--- src/rtl/stream_arbiter_burst.sv ---
// rtl/stream_arbiter_burst.sv - N-channel round-robin burst merger with hold-for-packet and word counters
module stream_arbiter_burst #(
    parameter int CHANNELS   = 8,
    parameter int DATA_WIDTH = 32,
    parameter int MAX_BURST  = 16,
    parameter int CNT_WIDTH  = 16,
    localparam int IDW       = $clog2(CHANNELS)
) (
    input  logic                           CLK,
    input  logic                           RST,
    input  logic [CHANNELS-1:0]            EN_MASK,
    input  logic [7:0]                     BURST_LEN,
    input  logic [CHANNELS-1:0]            WRITE_REQ,
    input  logic [CHANNELS-1:0]            HOLD_REQ,
    input  logic [CHANNELS*DATA_WIDTH-1:0] DATA_IN,
    output logic [CHANNELS-1:0]            READ_GRANT,
    input  logic                           READY_OUT,
    output logic                           WRITE_OUT,
    output logic [DATA_WIDTH-1:0]          DATA_OUT,
    output logic [IDW-1:0]                 GRANT_ID,
    output logic                           BUSY,
    input  logic                           CNT_CLEAR,
    output logic [CHANNELS*CNT_WIDTH-1:0]  WORD_CNT
);

    typedef enum logic {IDLE, BURST} state_t;

    state_t                  state;
    logic [IDW-1:0]          ptr;
    logic [IDW-1:0]          gnt;
    logic [7:0]              burst_cnt;
    logic [7:0]              limit;
    logic [7:0]              req_limit;
    logic [CHANNELS-1:0]     elig;
    logic                    sel_found;
    logic [IDW-1:0]          sel_idx;
    logic [IDW-1:0]          ptr_next;
    logic                    xfer;
    logic                    limit_hit;
    logic                    exit_burst;
    logic [DATA_WIDTH-1:0]   din [CHANNELS];
    logic [CNT_WIDTH-1:0]    cnt [CHANNELS];

    for (genvar i = 0; i < CHANNELS; i++) begin : g_chan
        assign din[i] = DATA_IN[i*DATA_WIDTH +: DATA_WIDTH];
        assign WORD_CNT[i*CNT_WIDTH +: CNT_WIDTH] = cnt[i];
    end

    assign elig = WRITE_REQ & EN_MASK;

    // Rotating priority: first eligible channel at or after ptr, wrapping.
    always_comb begin
        int idx;
        sel_found = 1'b0;
        sel_idx   = '0;
        idx       = 0;
        for (int k = 0; k < CHANNELS; k++) begin
            idx = int'(ptr) + k;
            if (idx >= CHANNELS) idx = idx - CHANNELS;
            if (!sel_found && elig[idx]) begin
                sel_found = 1'b1;
                sel_idx   = IDW'(idx);
            end
        end
    end

    always_comb begin
        if (BURST_LEN == 8'd0)
            req_limit = 8'd1;
        else if (int'(BURST_LEN) > MAX_BURST)
            req_limit = 8'(MAX_BURST);
        else
            req_limit = BURST_LEN;
    end

    assign ptr_next   = (gnt == IDW'(CHANNELS - 1)) ? '0 : gnt + IDW'(1);
    assign xfer       = (state == BURST) && READY_OUT && WRITE_REQ[gnt] && EN_MASK[gnt] && !RST;
    assign READ_GRANT = xfer ? ({{(CHANNELS-1){1'b0}}, 1'b1} << gnt) : '0;
    assign limit_hit  = xfer && (({1'b0, burst_cnt} + 9'd1) >= {1'b0, limit});
    // A held packet ignores the limit and empty-source rules; a mask drop always ends it.
    assign exit_burst = !EN_MASK[gnt] || (!HOLD_REQ[gnt] && (limit_hit || !WRITE_REQ[gnt]));

    assign GRANT_ID = gnt;
    assign BUSY     = (state == BURST);

    always_ff @(posedge CLK) begin
        if (RST) begin
            state     <= IDLE;
            ptr       <= '0;
            gnt       <= '0;
            burst_cnt <= '0;
            limit     <= '0;
            WRITE_OUT <= 1'b0;
            DATA_OUT  <= '0;
        end else begin
            WRITE_OUT <= xfer;
            if (xfer) DATA_OUT <= din[gnt];
            case (state)
                IDLE: begin
                    if (sel_found) begin
                        gnt       <= sel_idx;
                        burst_cnt <= '0;
                        limit     <= req_limit;
                        state     <= BURST;
                    end
                end
                BURST: begin
                    if (xfer && burst_cnt != 8'hFF) burst_cnt <= burst_cnt + 8'd1;
                    if (exit_burst) begin
                        state <= IDLE;
                        ptr   <= ptr_next;
                    end
                end
                default: state <= IDLE;
            endcase
        end
    end

    always_ff @(posedge CLK) begin
        for (int i = 0; i < CHANNELS; i++) begin
            if (RST || CNT_CLEAR)
                cnt[i] <= '0;
            else if (READ_GRANT[i] && cnt[i] != {CNT_WIDTH{1'b1}})
                cnt[i] <= cnt[i] + CNT_WIDTH'(1);
        end
    end

endmodule

--- config.mk ---
export PLATFORM = sky130hd
export DESIGN_NAME = stream_arbiter_burst
export DESIGN_NICKNAME = d
export VERILOG_FILES = /design/src/rtl/stream_arbiter_burst.sv
export SDC_FILE = /design/constraint.sdc
export NUM_CORES = 1
export LEC_CHECK = 0
export BUFFER_PORTS_ARGS = -buffer_cell sky130_fd_sc_hd__buf_2
export CORE_ASPECT_RATIO = 0.7
export CORE_UTILIZATION = 40
export DETAILED_ROUTE_END_ITERATION = 6
export PLACE_DENSITY = 0.68
export SKIP_LAST_GASP = 1
export SYNTH_ARGS = -nofsm -noshare
export SYNTH_HDL_FRONTEND = slang
export SYNTH_SLANG_ARGS = --single-unit
--- constraint.sdc ---
create_clock -name CLK -period 5.03 [get_ports CLK]
set_input_delay 1.2575 -clock CLK [delete_from_list [all_inputs] [get_ports CLK]]
set_output_delay 1.2575 -clock CLK [all_outputs]
set_load 0.05 [all_outputs]
==> qor_table.md, run 1 <==
| Parameter | This run | Unit |
|:---|:---|:---|
| Status | completed | - |
| Yosys warnings | 0 | - |
| Number of cells upsized or downsized after cts | 0 | - |
| Internal | 3.28 | mW |
| First-pass GRT wire length | 69.1 | mm |
| Detailed-router iteration count before antenna repair | 7 | - |
| Combinational Power Share | 0.402 | - |
| Crit-path most repeated cell | sky130_fd_sc_hd__buf_2 | - |
| Number of setup violations in the final report | 0 | - |
| Final-report max-slew violation count | 0 | - |
| Maximum capacitance violations | 0 | - |
| Worst endpoint required time | 3.77 | ns |
| Max-Slew Margin vs Limit | 0.332 | - |
| Area growth from synthesis to final layout | 27.0 | % |
| Drt via density | 5.60 | - |
| Part of the power in the clock network | 0.252 | - |
| Time the worst path needs with I/O delays and setup | 4.19 | ns |
| Fraction of power spent switching nets | 0.400 | - |
| Remaining routing DRC violations | 0 | - |
| Total power of the final layout | 5.46 | mW |
| Master cell of the clock root buffer | sky130_fd_sc_hd__clkbuf_16 | - |
| Global-route usage over all layers | 0.307 | - |
| Number of hold buffers added after cts | 0 | - |
| TritonCTS clock tree | done | - |
| Count of clock tree sinks | 184 | - |
| Total Nets Final | 1,895 | - |
| Highest ir drop seen on vdd | 215 | uV |
| Overall routed net length | 47.4 | mm |
| Number of buffers inserted during clock tree synthesis | 17 | - |
| Placement Rows | 52 | - |
| Highest-delay cell along the critical path | sky130_fd_sc_hd__mux4_2 | - |
| Die Wd | 209 | um |
| Async set-reset flop share out of synthesis | 0 | - |
| Number of global-route vias before repair | 10,500 | - |
| Critical Path Start Type | primary input | - |
| Transition time at the pin with the least slew margin | 0.993 | ns |
| Hold violation total from the final report | 0 | - |
| Worst path top cell family by delay | simple AND/OR/NAND/NOR gates | - |
| Worst Clk Skew | 0.0126 | ns |
| GPL Wtd Cong | 1.07 | - |
| Clk Latency, worst-skew pair | 0.43 | ns |
| Clock-pin slew on the worst setup and hold paths | 0.08 | ns |
| Register area share after synthesis | 0.414 | - |
| Core Region | 29,200 | um^2 |
| Final std cells w/o fill | 1,997 | - |
| Htree depth | 4 | - |
| Placed wire-length estimate | 38.3 | mm |
| Die boundary height | 147 | um |
| Total number of vias | 11,200 | - |
| Max frequency | 0.239 | GHz |
| Crit Path Max Fanout | 14 | - |
| Post-synthesis register bit count | 184 | - |
| LEAKAGE | 6.32 | nW |
| Most used flip-flop cell after synthesis | sky130_fd_sc_hd__edfxtp_1 | - |
| Post-CTS repair timing setup buffer count | 0 | - |
| Worst min-delay path category | flop to flop | - |
| Sequential Power Share | 0.346 | - |
| Pin count of the biggest net entering global routing | 69 | - |
| Number of unique standard cell types used by synthesis | 70 | - |
| Layout cells sized above 1 | 0.383 | - |
| Initial standard-cell utilization of the core | 0.410 | - |
| Maximum clock path buffer count | 2 | - |
| Final antenna-violating net count | 0 | - |
| Top-Level Pins | 465 | - |
| Number of buffers and inverters on the critical path | 3 | - |
| Layout fillers | 2,725 | - |
| PnR worst setup slack | 0.843 | ns |
| First DRT Iteration DRCs | 1,037 | - |
| Net switching power of the design | 2.18 | mW |
| Total overflow reported by the global router | 0 | - |
| Number of instances in the synthesized netlist | 1,146 | - |
| Power per cell area | 359 | nW/um^2 |
| Category of the worst setup path capture point | output pin | - |
| Unrepaired setup endpoints after global routing | no | - |
| Arrival @ worst endpoint | 2.93 | ns |
| Worst setup timing slack at the placement stage | 0.903 | ns |
| Worst hold slack across all endpoints | 0.458 | ns |
| Final critical-path share of the clock period | 0.833 | - |
| Summed negative setup slack over all endpoints | 0 | ns |
| Instance count after placement with tap cells included | 1,937 | - |
| Worst-path cell chain | buf_2 > mux4_2 > nand3_1 > nand2_1 > nand2_2 > inv_2 > and2_1 > buf_2 | - |
| Initial antenna violation count | 40 | - |
| Maximum single-stage delay on the critical path | 0.48 | ns |
| Overall die area | 30,700 | um^2 |
| Number of flops mapped to enable cells by yosys | 128 | - |
| Average footprint of a synthesized cell | 10.5 | um^2 |
| Wire per inst | 23.8 | um |
| Net count after synthesis | 1,463 | - |
| CP Class | primary input to output pin | - |
| Synth Cell Area | 12,000 | um^2 |
| Number of buffer cells added on primary ports | 464 | - |
-- routing by layer --
metal,track usage,share of wire
met1,0.393,0.41
met2,0.483,0.47
met3,0.0911,0.085
met4,0.135,0.037
met5,0,0.0011
-- sequential cells by signal (all words and copies together), names as in the netlist --
| signal | count |
|---|---|
| ptr | 3 |
| GRANT_ID | 3 |
| limit | 8 |
| cnt | 128 |
| DATA_OUT | 32 |
| burst_cnt | 8 |
| WRITE_OUT | 1 |
| BUSY | 1 |
-- Yosys cell counts, types with 4 or more instances --
cell type	instances	share of area
sky130_fd_sc_hd__a211oi_1	5	0.0031
sky130_fd_sc_hd__a21oi_1	17	0.0071
sky130_fd_sc_hd__a311oi_1	39	0.028
sky130_fd_sc_hd__and2_1	11	0.0057
sky130_fd_sc_hd__and3_1	38	0.020
sky130_fd_sc_hd__and4_1	8	0.0058
sky130_fd_sc_hd__buf_1	9	0.0028
sky130_fd_sc_hd__buf_2	15	0.0063
sky130_fd_sc_hd__buf_6	10	0.0094
sky130_fd_sc_hd__clkbuf_1	30	0.0094
sky130_fd_sc_hd__dfxtp_1	56	0.094
sky130_fd_sc_hd__edfxtp_1	128	0.32
sky130_fd_sc_hd__ha_1	25	0.026
sky130_fd_sc_hd__inv_1	26	0.0081
sky130_fd_sc_hd__mux4_2	78	0.15
sky130_fd_sc_hd__nand2_1	137	0.043
sky130_fd_sc_hd__nand2b_1	13	0.0068
sky130_fd_sc_hd__nand3_1	63	0.026
sky130_fd_sc_hd__nand4_1	18	0.0094
sky130_fd_sc_hd__nand4b_1	4	0.0029
sky130_fd_sc_hd__nor2_1	191	0.060
sky130_fd_sc_hd__nor2b_1	5	0.0026
sky130_fd_sc_hd__nor3_1	7	0.0029
sky130_fd_sc_hd__o21a_1	4	0.0025
sky130_fd_sc_hd__o21ai_0	24	0.010
sky130_fd_sc_hd__or4_1	5	0.0031
sky130_fd_sc_hd__xnor2_1	39	0.028
sky130_fd_sc_hd__xor2_1	81	0.059
-- placed cells by master (no fill, tap or decap), drive strengths merged, types with 6 or more instances in the layout --
master,n
diode,28
and2,12
a211oi,8
o21ai,25
clkinv,6
xnor2,39
nand4,18
nor3,7
nand2,138
nor2,191
buf,478
a311oi,39
a21oi,18
nand3,64
ha,25
edfxtp,128
inv,36
and4,8
nand2b,14
and3,38
mux4,80
xor2,82
clkbuf,17
dfxtp,56
-- layout make-up --
| class | instances | area, um^2 | share of cell area |
|---|---|---|---|
| Antenna cell | 28 | 70.1 | 0.00460 |
| Tap cell | 378 | 473 | 0.0311 |
| Sequential cell | 184 | 4970 | 0.327 |
| Multi-Input combinational cell | 869 | 6580 | 0.432 |
| Clock buffer | 17 | 425 | 0.0279 |
| Clock inverter | 15 | 171 | 0.0113 |
| Inverter | 28 | 105 | 0.00690 |
| Timing Repair Buffer | 478 | 2430 | 0.159 |
-- logic make-up (layout without fill, tap and decap cells) --
logic type	count (synthesis)	after routing	synth area share
other	0	28	0
muxes	86	86	0.157
buffers and inverters	93	538	0.0373
xor gates and xnor gates	121	121	0.0890
and+or+nand+nor	513	513	0.198
AOI/OAI and AO/OA	124	124	0.0786
DFF	184	184	0.414
adders and majority gates	25	25	0.0261
-- power groups by stage --
stage	clock network [mW]	logic (mW)	registers [mW]
finish	1.38	2.20	1.89
floorplan	0	1.45	2.10
detailed placement	0	2.17	1.92
CTS	1.40	2.18	1.89
global route	1.45	2.34	1.91
global placement	0	2.17	1.92
-- worst paths after layout --
kind / start / endpoint / slack (ns) / depth (start not counted)
max: EN_MASK[0] / READ_GRANT[3] / 0.84 / 8
min: limit[6] / limit[6] / 0.46 / 2
max reg2reg: ptr[1] / burst_cnt[5] / 1.40 / 9
min reg2reg: limit[6] / limit[6] / 0.46 / 2
-- per-stage QoR --
step,area [um^2],util
6_report,15200,0.521
3_3_place_gp,14600,0.498
3_5_place_dp,14600,0.498
5_1_grt,15200,0.520
4_1_cts,15200,0.519
2_1_floorplan,12000,-
-- worst register-to-register path: cells and delay by family (launching register included) --
family          cells  cell delay (ns)
flops               1             0.66
fa+ha+maj           1             0.65
buf+inv             2             0.64
simple gates        2             0.35
compound gates      3             0.81
mux                 1             0.38
Power figures use the tool's default switching activity.
==> run 2, diff against run 1 <==
--- a/config.mk
+++ b/config.mk
@@ -9,7 +9,7 @@
 export CORE_ASPECT_RATIO = 0.7
 export CORE_UTILIZATION = 40
 export DETAILED_ROUTE_END_ITERATION = 6
-export PLACE_DENSITY = 0.68
+export PLACE_DENSITY = 0.7
 export SKIP_LAST_GASP = 1
 export SYNTH_ARGS = -nofsm -noshare
 export SYNTH_HDL_FRONTEND = slang
==> constraint.sdc (replaced) <==
create_clock -name CLK -period 3.7 [get_ports CLK]
set_input_delay 0.925 -clock CLK [delete_from_list [all_inputs] [get_ports CLK]]
set_output_delay 0.925 -clock CLK [all_outputs]
set_load 0.05 [all_outputs]
==> run 2 against run 1 <==
Critical path depth rose by 5. Flip-flop and latch count did not move. Worst setup slack got worse by 0.61 ns. Design area rose by 0.44%. Sequential power rose by 34%. Global-route usage rose by 0.57 points. Sequential share of layout area fell by 0.14 points.
==> qor_table.md, run 2 (synthesis results as in run 1) <==
| Parameter | This run | Unit | Delta |
|:---|:---|:---|:---|
| Status | completed | - | unchanged |
| Number of buffers inserted during clock tree synthesis | 17 | - | unchanged |
| Crit Reg-Reg Startpoint | burst_cnt[0] | - | was ptr[1] |
| Layout fillers | 2,697 | - | was 2,725 |
| Launch instance of the worst min-delay path | limit[7] | - | was limit[6] |
| Number of global-route vias before repair | 10,600 | - | was 10,500 |
| TritonCTS clock tree | done | - | unchanged |
| Number of setup violations in the final report | 0 | - | unchanged |
| Sequential cell area | 4970 | um^2 | unchanged |
| Max-Slew Margin vs Limit | 0.351 | - | was 0.332 |
| Placement Rows | 52 | - | unchanged |
| Clock-pin slew on the worst setup and hold paths | 0.07 | ns | was 0.08 ns |
| Max reg flops | 128 | - | unchanged |
| Total power of the final layout | 7.52 | mW | was 5.46 mW |
| Transition time at the pin with the least slew margin | 0.965 | ns | was 0.993 ns |
| Max frequency | 0.288 | GHz |  |
| Leading cell types in the layout, fill and taps excluded | 463 x sky130_fd_sc_hd__buf_2, 191 x sky130_fd_sc_hd__nor2_1, 137 x sky130_fd_sc_hd__nand2_1, 128 x sky130_fd_sc_hd__edfxtp_1, 81 x sky130_fd_sc_hd__xor2_1 | - | was 464 x sky130_fd_sc_hd__buf_2, 191 x sky130_fd_sc_hd__nor2_1, 137 x sky130_fd_sc_hd__nand2_1, 128 x sky130_fd_sc_hd__edfxtp_1, 81 x sky130_fd_sc_hd__xor2_1 |
| First-pass GRT wire length | 70.1 | mm | was 69.1 mm |
| Initial antenna violation count | 34 | - | was 40 |
| LEAKAGE | 6.37 | nW | was 6.32 nW |
| Htree depth | 4 | - | unchanged |
| Hold violation total from the final report | 0 | - | unchanged |
| Number of buffer cells added on primary ports | 464 | - | unchanged |
| Post-route cell area | 15,300 | um^2 | was 15,200 um^2 |
| Die boundary height | 147 | um | unchanged |
| Master cell of the clock root buffer | sky130_fd_sc_hd__clkbuf_16 | - | unchanged |
| Overall routed net length | 48.1 | mm | was 47.4 mm |
| Instance count after placement with tap cells included | 1,949 | - | was 1,937 |
| R2R Path End | BUSY | - | was burst_cnt[5] |
| Top Registers | cnt (128), DATA_OUT (32) | - | unchanged |
| CP Class | flop to flop | - | was primary input to output pin |
| Number of hold buffers added after cts | 0 | - | unchanged |
| Wire per inst | 24.0 | um | was 23.8 um |
| Pin count of the biggest net entering global routing | 64 | - | was 69 |
| Final std cells w/o fill | 2,001 | - | was 1,997 |
| Total overflow reported by the global router | 0 | - | unchanged |
| Maximum capacitance violations | 0 | - | unchanged |
| Total area of multi-input combinational cells | 6580 | um^2 | unchanged |
| Sequential Power Share | 0.337 | - | was 0.346 |
| Final-report max-slew violation count | 0 | - | unchanged |
| Crit Path Max Fanout | 5 | - | was 14 |
| Worst reg2reg path depth | 13 | - | was 9 |
| Number of cells upsized or downsized after cts | 0 | - | unchanged |
| Hold depth | 2 | - | unchanged |
| Arrival @ worst endpoint | 3.81 | ns | was 2.93 ns |
| Detailed-router iteration count before antenna repair | 5 | - | was 7 |
| Placed wire-length estimate | 39.2 | mm | was 38.3 mm |
| Count of clock tree sinks | 184 | - | unchanged |
| Net switching power of the design | 2.96 | mW | was 2.18 mW |
| Worst Clk Skew | 0.0141 | ns | was 0.0126 ns |
| Initial standard-cell utilization of the core | 0.410 | - | unchanged |
| Drt via density | 5.65 | - | was 5.60 |
| Overall die area | 30,700 | um^2 | unchanged |
| Core Region | 29,200 | um^2 | unchanged |
| Power per cell area | 492 | nW/um^2 | was 359 nW/um^2 |
| Total number of vias | 11,300 | - | was 11,200 |
| Final antenna-violating net count | 0 | - | unchanged |
| Internal | 4.56 | mW | was 3.28 mW |
| Highest ir drop seen on vdd | 299 | uV | was 215 uV |
| Time the worst path needs with I/O delays and setup | 3.47 | ns |  |
| Cell area reported after detailed placement | 14,700 | um^2 | was 14,600 um^2 |
| Category of the worst setup path capture point | flop | - | was output pin |
| Clk Latency, worst-skew pair | 0.43 | ns | about the same |
| Setup slack of the most critical reg-to-reg path | 0.23 | ns | was 1.40 ns |
| First DRT Iteration DRCs | 1,056 | - | was 1,037 |
| Remaining routing DRC violations | 0 | - | unchanged |
| Global-route usage over all layers | 0.313 | - | was 0.307 |
| Maximum clock path buffer count | 2 | - | unchanged |
| Layout cells sized above 1 | 0.387 | - | was 0.383 |
| Largest register by flop count | cnt | - | unchanged |
| Area growth from synthesis to final layout | 27.5 | % | was 27.0% |
| Part of the power in the clock network | 0.243 | - | was 0.252 |
| Worst endpoint required time | 4.04 | ns | was 3.77 ns |
| Die Wd | 209 | um | unchanged |
| Combinational Power Share | 0.420 | - | was 0.402 |
| Unrepaired setup endpoints after global routing | no | - | unchanged |
| Total Nets Final | 1,907 | - | was 1,895 |
| Summed negative setup slack over all endpoints | 0 | ns | unchanged |
| GPL Wtd Cong | 1.07 | - | about the same |
| Fraction of power spent switching nets | 0.393 | - | was 0.400 |
| Top-Level Pins | 465 | - | unchanged |
| Post-CTS repair timing setup buffer count | 0 | - | unchanged |
| Worst min-delay path category | flop to flop | - | unchanged |
| End point of the most critical hold path | limit[7] | - | was limit[6] |
| Critical Path Start Type | flop | - | was primary input |
| Commonest non-fill, non-tap cell in the layout | sky130_fd_sc_hd__buf_2 | - | unchanged |
| Final critical-path share of the clock period | 0.938 | - |  |
## run 2: cell types whose count changed in the layout (fill, tap and decap cells not counted)
cell,before,now
sky130_fd_sc_hd__buf_4,14,26
sky130_fd_sc_hd__diode_2,28,20
sky130_fd_sc_hd__clkinv_8,4,1
sky130_fd_sc_hd__clkinv_4,0,2
sky130_fd_sc_hd__buf_12,0,1
sky130_fd_sc_hd__buf_2,464,463
sky130_fd_sc_hd__bufinv_16,0,1
sky130_fd_sc_hd__clkinv_1,1,2
sky130_fd_sc_hd__clkinvlp_4,1,2
sky130_fd_sc_hd__inv_12,1,0
sky130_fd_sc_hd__inv_8,3,2
## run 2: power groups by stage
stage                     clock, mW  combinational (mW)  sequential, mW
after global placement            0                3.12            2.57
after detailed placement          0                3.13            2.57
final                          1.83                3.16            2.53
after floorplan                   0                1.97            2.86
after global routing           1.95                3.36            2.55
after CTS                      1.87                3.14            2.53
## run 2: critical path, cell delays in order, from the launching register on
cell and delay (ns):
sky130_fd_sc_hd__dfxtp_1 0.39, sky130_fd_sc_hd__ha_1 0.26, sky130_fd_sc_hd__and3_1 0.26, sky130_fd_sc_hd__and3_1 0.25, sky130_fd_sc_hd__nor2b_1 0.07, sky130_fd_sc_hd__or2_2 0.30, sky130_fd_sc_hd__ha_1 0.30, sky130_fd_sc_hd__o211a_1 0.27
sky130_fd_sc_hd__a221o_1 0.35, sky130_fd_sc_hd__a21oi_1 0.15, sky130_fd_sc_hd__o21a_1 0.14, sky130_fd_sc_hd__o21ai_0 0.14, sky130_fd_sc_hd__and2_1 0.25, sky130_fd_sc_hd__a311oi_1 0.25
## run 2: final cells by class
cell class	instances	area share
clock buffer	17	0.0278
inverter	28	0.00687
clock inverter	15	0.0101
multi-input combinational	869	0.430
antenna	20	0.00327
sequential	184	0.325
tap	378	0.0309
timing repair buffer	490	0.166
## run 2: layer usage
layer	part of all wire	GRT usage	up-vias
met5	0.0020	0	-
met1	0.41	0.415	5510
met2	0.47	0.491	546
met3	0.089	0.0789	92
li1	-	-	5134
met4	0.034	0.123	14
## run 2: through the flow
step	hold WS, ns	util	setup WS [ns]
6_report	0.455	0.523	0.229
5_1_grt	0.485	0.523	0.0177
4_1_cts	0.456	0.522	0.254
3_5_place_dp	0.444	0.502	0.268
3_3_place_gp	0.444	0.502	0.308
2_1_floorplan	0.428	-	0.358
## run 2: worst max-delay path by stage
| stage | startpoint | slack (ns) | endpoint | cells after the start |
|---|---|---|---|---|
| 6_report | burst_cnt[0] | 0.23 | BUSY | 13 |
| 2_1_floorplan | GRANT_ID[1] | 0.36 | READ_GRANT[4] | 9 |
| 3_5_place_dp | EN_MASK[6] | 0.27 | cnt[1][30] | 10 |
| 3_3_place_gp | EN_MASK[6] | 0.31 | READ_GRANT[7] | 8 |
| 5_1_grt | burst_cnt[0] | 0.02 | BUSY | 13 |
| 4_1_cts | burst_cnt[0] | 0.25 | BUSY | 13 |
